**src/rtl/serial_comparator.sv**
```systemverilog
// Bit-serial magnitude comparator: scans operand pairs MSB-first, one bit per cycle.
// Optional macro SERIAL_CMP_EARLY_EXIT_EN ends the scan at the first differing bit.
module serial_comparator #(
    parameter int N      = 8,
    parameter int SIGNED = 0
) (
    input  logic                   clk,
    input  logic                   rst_n,
    input  logic                   start,
    input  logic [N-1:0]           a,
    input  logic [N-1:0]           b,
    output logic                   busy,
    output logic                   done,
    output logic                   greater,
    output logic                   equal,
    output logic                   lesser,
    output logic [$clog2(N+1)-1:0] bits_used
);

    localparam int CW = $clog2(N + 1);
    localparam int IW = $clog2(N);

    typedef enum logic [1:0] {
        IDLE = 2'd0,
        SCAN = 2'd1,
        DONE = 2'd2
    } state_t;

    state_t          state;
    state_t          state_next;
    logic [N-1:0]    a_reg;
    logic [N-1:0]    b_reg;
    logic [IW-1:0]   idx;
    logic [CW-1:0]   cnt;
    logic            decided;
    logic            dec_gt;

    logic            accept;
    logic            a_bit;
    logic            b_bit;
    logic            new_diff;
    logic            msb_pos;
    logic            gt_bit;
    logic            fin_dec;
    logic            fin_gt;
    logic            last;

    // Only the first differing bit decides; the sign bit has inverted weight in signed mode.
    always_comb begin
        accept   = start && (state != SCAN);
        a_bit    = a_reg[idx];
        b_bit    = b_reg[idx];
        msb_pos  = (idx == IW'(N - 1));
        new_diff = !decided && (a_bit != b_bit);
        gt_bit   = ((SIGNED != 0) && msb_pos) ? b_bit : a_bit;
        fin_dec  = decided | new_diff;
        fin_gt   = new_diff ? gt_bit : dec_gt;
`ifdef SERIAL_CMP_EARLY_EXIT_EN
        last     = new_diff || (idx == '0);
`else
        last     = (idx == '0);
`endif
    end

    always_ff @(posedge clk or negedge rst_n) begin
        if (!rst_n) begin
            state <= IDLE;
        end else begin
            state <= state_next;
        end
    end

    always_comb begin
        state_next = state;
        case (state)
            IDLE:    if (accept) state_next = SCAN;
            SCAN:    if (last)   state_next = DONE;
            DONE:    state_next = accept ? SCAN : IDLE;
            default: state_next = IDLE;
        endcase
    end

    assign busy = (state == SCAN);
    assign done = (state == DONE);

    // Published flags and bits_used change only on the edge that enters DONE.
    always_ff @(posedge clk or negedge rst_n) begin
        if (!rst_n) begin
            a_reg     <= '0;
            b_reg     <= '0;
            idx       <= '0;
            cnt       <= '0;
            decided   <= 1'b0;
            dec_gt    <= 1'b0;
            greater   <= 1'b0;
            equal     <= 1'b0;
            lesser    <= 1'b0;
            bits_used <= '0;
        end else if (accept) begin
            a_reg   <= a;
            b_reg   <= b;
            idx     <= IW'(N - 1);
            cnt     <= '0;
            decided <= 1'b0;
            dec_gt  <= 1'b0;
        end else if (state == SCAN) begin
            cnt     <= cnt + CW'(1);
            decided <= fin_dec;
            dec_gt  <= fin_gt;
            if (last) begin
                greater   <= fin_dec && fin_gt;
                lesser    <= fin_dec && !fin_gt;
                equal     <= !fin_dec;
                bits_used <= cnt + CW'(1);
            end else begin
                idx <= idx - IW'(1);
            end
        end
    end

endmodule

```
**config.mk**
```make
export PLATFORM = sky130hd
export DESIGN_NAME = serial_comparator
export DESIGN_NICKNAME = d
export VERILOG_FILES = /design/src/rtl/serial_comparator.sv
export SDC_FILE = /design/constraint.sdc
export NUM_CORES = 1
export LEC_CHECK = 0
export CORE_UTILIZATION = 45
export DETAILED_ROUTE_END_ITERATION = 7
export PLACE_DENSITY = 0.7
export SETUP_SLACK_MARGIN = 0.3
export SKIP_LAST_GASP = 1
export SLEW_MARGIN = 5
export SYNTH_ARGS = -nofsm -noshare
export SYNTH_HDL_FRONTEND = slang
export SYNTH_SLANG_ARGS = --single-unit
```
**constraint.sdc**
```tcl
create_clock -name clk -period 3.4 [get_ports clk]
set_input_delay 0.85 -clock clk [delete_from_list [all_inputs] [get_ports clk]]
set_output_delay 0.85 -clock clk [all_outputs]
set_load 0.01 [all_outputs]
```
* Word-level counts from Yosys, hierarchy flattened
Index checks and enable logic that the tools add are counted.
Operators by class: $add $sub $neg 2, $lt $le $gt $ge 1, equal/unequal tests 7, muxes and demuxes 18, bitwise logic cells 2, reduce and logical (&&, ||, !) cells 13
Operators with widths (count):
- 3-bit two-way mux | 3
- 1-bit two-way mux | 8
- 4-bit two-way mux | 2
- 1-bit binary-select mux with 3-bit select | 2
- 2-bit case mux with 3 select lines | 1
- 4-bit by 1-bit adder with 4-bit output (second input constant) | 1
- 1-bit logical AND | 4
- 3-bit by 4-bit < comparator with 1-bit output (second input constant) | 1
- 2-bit two-way mux | 2
- 2-bit by 1-bit != test with 1-bit output (second input constant) | 2
- 2-bit != test (second input constant) | 2
- 2-bit AND reduction | 2
- 1-bit logical NOT | 3
- 3-bit logical NOT | 1
- 3-bit AND reduction | 1
- 3-bit by 1-bit subtractor with 3-bit output (second input constant) | 1
- 2-bit by 1-bit == test with 1-bit output (second input constant) | 1
- 2-bit == test (second input constant) | 1
- 2-bit logical NOT | 1
- 2-bit nonzero test | 1
- 1-bit != test | 1
- 1-bit NOT | 1
- 1-bit bitwise OR | 1
Storage, ports and cells: flip-flop bits (word level) 34, bits of input ports 19, logic and storage cells 54

* Logic depth before layout (Yosys ltp)
word-level depth 7, depth in mapped cells 8, depth with buffers taken out 7

* Least setup slack after synthesis
Ideal clock, no wire load.
kind register to output, start register state[1], end output busy, arrival time 0.929 ns, required time 2.550 ns, path slack 1.621 ns, cell stages (with the launch flop) 4, buffers on the path 1, cell sequence dfrtp_1 > nand2b_1 > inv_2 > clkbuf_1
Between the ends: longest elaborated chain between the ends 1
RTL lines:
- start, declared | RTL line 29 | state_t state;
- start signal, assigned | RTL line 69 | state <= state_next;
- 2-bit by 1-bit == test with 1-bit output | RTL line 83 | assign busy = (state == SCAN);
- end, declared | RTL line 12 | output logic busy,
No other way between the ends.

* Final worst setup path
Same ends and word-level chain as after synthesis.

==> metrics.txt <==
Post-synth ARST share=1.00; Setup CP Type=flip-flop to primary output; HP Class=flip-flop to flip-flop; H-tree depth=2; DR DRC count=0; die height=approximately 60 um; drt pass-1 iters=4; Synth top area share=0.554; worst slew pin tran=approximately 0.66 ns; RSZ-0062 raised after global routing=no; status=finished, final reports clean; CTS max path bufs=2; slowest CP cell=clkdlybuf4s50_1; worst skew pair latency=roughly 0.34 ns; vias=a little over 1000; Reg clk slew, reported paths=0.10 ns; crit path time final=2.59 ns; Design Area, Final=approximately 1900 um2; Final Util=0.603; first-pass GRT wire length=roughly 4500 um; final setup vio count=0; # IOs=28; CTS tree=yes; EDFF count, synth=0; pins over their slew limit=0; diodes inserted=0; Max stage delay on crit path=~0.57 ns; placed instance area=1840 um2; die area=3650 um2; Max Clock Freq=about 390 MHz; Final Hold Fails=0; number of synthesis warnings=0; Setup Skew=between 0.009 and 0.01 ns; vias in the first global route=between 1000 and 1500; Post-DP HPWL=around 1900 um; share of cells above drive strength 1=0.181; register area=851 um2; FILL cells=around 290; cts hold-fix bufs=0; clk sink count=34; library cells used by synthesis=31; post-CTS resize count=0; Syn Area/Cell=12.5 um2; crit path cell chain=nand2b_1 > inv_2 > clkdlybuf4s50_1; Global Route Usage Sum=0.176; Cells after Synth=roughly 120; synth top area cells=dfrtp_1 55%, mux2_2 8.8%, mux4_2 5.9%; PD cells=about 900 nW/um2; post-route ant nets=0; syn nets=between 100 and 150; # Max-Cap Violations=0; GPL Wtd Cong=between 0.7 and 0.8; initial antenna violation count=0; area added between synthesis and finish=23.8%; fin crit share=0.763; Die X=between 60 and 70 um; routed wire length=roughly 2600 um; starting DRC count in detailed routing=43; Worst EP arrival=around 1.7 ns; CP top delay family=buffers and inverters; peak supply drop=roughly 0.36 mV; startpoint types=flip-flop; sequential fraction of the synthesis area=0.554; Initial Util=0.487; global route total overflow=0; CP Buf/Inv Count=2; routed len/inst=around 13 um; top cell type by total area after synthesis=dfrtp_1; Synth Flop Type=dfrtp_1; CP Max Fanout=11; clock buffer count from CTS=5; Core Footprint=around 3200 um2; PortBufs=27; multi-input logic area=roughly 630 um2; root buf cell=clkbuf_4; worst path required time=around 2.6 ns; maximum number of pins on one net before global-route repair=35; Worst slew margin=0.556; CP Capture Type=primary output; setup TNS=0 ns; Via density=5.15; Post-CTS Setup Inserts=0; Site Rows=20; Post-Synthesis Cell Area=between 1500 and 2000 um2; Nets=approximately 180; Leak Pwr=0.000819 uW; #FFs+latches synth=34
## cells in the mapped netlist (3+ instances only)
library cell / n
dfrtp_1: 34
mux4_2: 4
mux2_1: 5
o21ai_1: 4
o21ai_0: 6
ha_1: 3
nand3_1: 3
inv_1: 4
a21oi_1: 3
mux2_2: 12
nor2_1: 4
nand2_1: 17
## per-stage QoR
| stage | power (uW) | hold slack, ns | std cells | setup slack [ns] |
|---|---|---|---|---|
| 2_1_floorplan | 1290 | 0.459 | 123 | 1.62 |
| 3_5_place_dp | 1510 | 0.476 | 191 | 0.943 |
| 4_1_cts | 1740 | 0.501 | 199 | 0.788 |
| 6_report | 1720 | 0.492 | 199 | 0.805 |
| 3_3_place_gp | 1470 | 0.463 | 191 | 0.990 |
| 5_1_grt | 1860 | 0.517 | 199 | 0.688 |
## cell usage in the layout, fill, tap and decap left out, types with 4 or more instances in the layout
master / count
dfrtp_1: 34
clkdlybuf4s50_1: 27
nand2_1: 17
mux2_2: 12
o21ai_0: 6
mux2_1: 5
clkbuf_4: 5
inv_1: 4
mux4_2: 4
nor2_1: 4
o21ai_1: 4
## worst register-to-register path, cell delays in order, from the launching register on
cell	delay [ns]
dfrtp_1	0.49
inv_1	0.15
ha_1	0.19
nand2b_1	0.09
or2_1	0.36
inv_2	0.16
nor2_1	0.07
mux2_2	0.27
## report_power, final
group / internal, uW / total, uW / switching (uW) / leakage, uW
registers: 595 / 727 / 132 / 0.000408
logic: 430 / 755 / 325 / 0.000376
clock network: 100 / 233 / 133 / 0.0000353
total: 1130 / 1720 / 590 / 0.000819
## cell type report
cell class	instances	share of cell area
clock buffers	7	0.0290
clock inverters	1	0.00263
inverters	6	0.0118
multi-input cells	79	0.334
flip-flops and latches	34	0.448
well taps	44	0.0290
repair buffers	28	0.146
## path summary, 6_finish.rpt
path	startpoint	to	slack, ns	cells past startpoint
min	bits_used[1]	bits_used[1]	0.49	2
min reg2reg	bits_used[1]	bits_used[1]	0.49	2
max reg2reg	idx[0]	idx[0]	1.51	7
max	state[1]	busy	0.81	3
max in group asynchronous	rst_n	b_reg[5]	2.19	2
min in group asynchronous	rst_n	state[0]	0.90	2
## cell families (layout without fill, tap and decap cells)
kind of cell,after synthesis,count (layout),share of synthesized area
AND/OR/NAND/NOR,30,30,0.0839
AO/OA/AOI/OAI,20,20,0.0799
buffers and inverters,10,42,0.0326
adder cells (fa/ha/maj),3,3,0.0245
flip-flops,34,34,0.554
XOR/XNOR,3,3,0.0171
multiplexers,23,23,0.208
## routing by layer
metal  up-vias  part of all wire  GRT usage
met4         0             0.021     0.0877
li1        491                 -          -
met5         -                 0          0
met2        29              0.49      0.294
met3         8             0.056     0.0640
met1       496              0.43      0.199
Power figures use the tool's default switching activity.
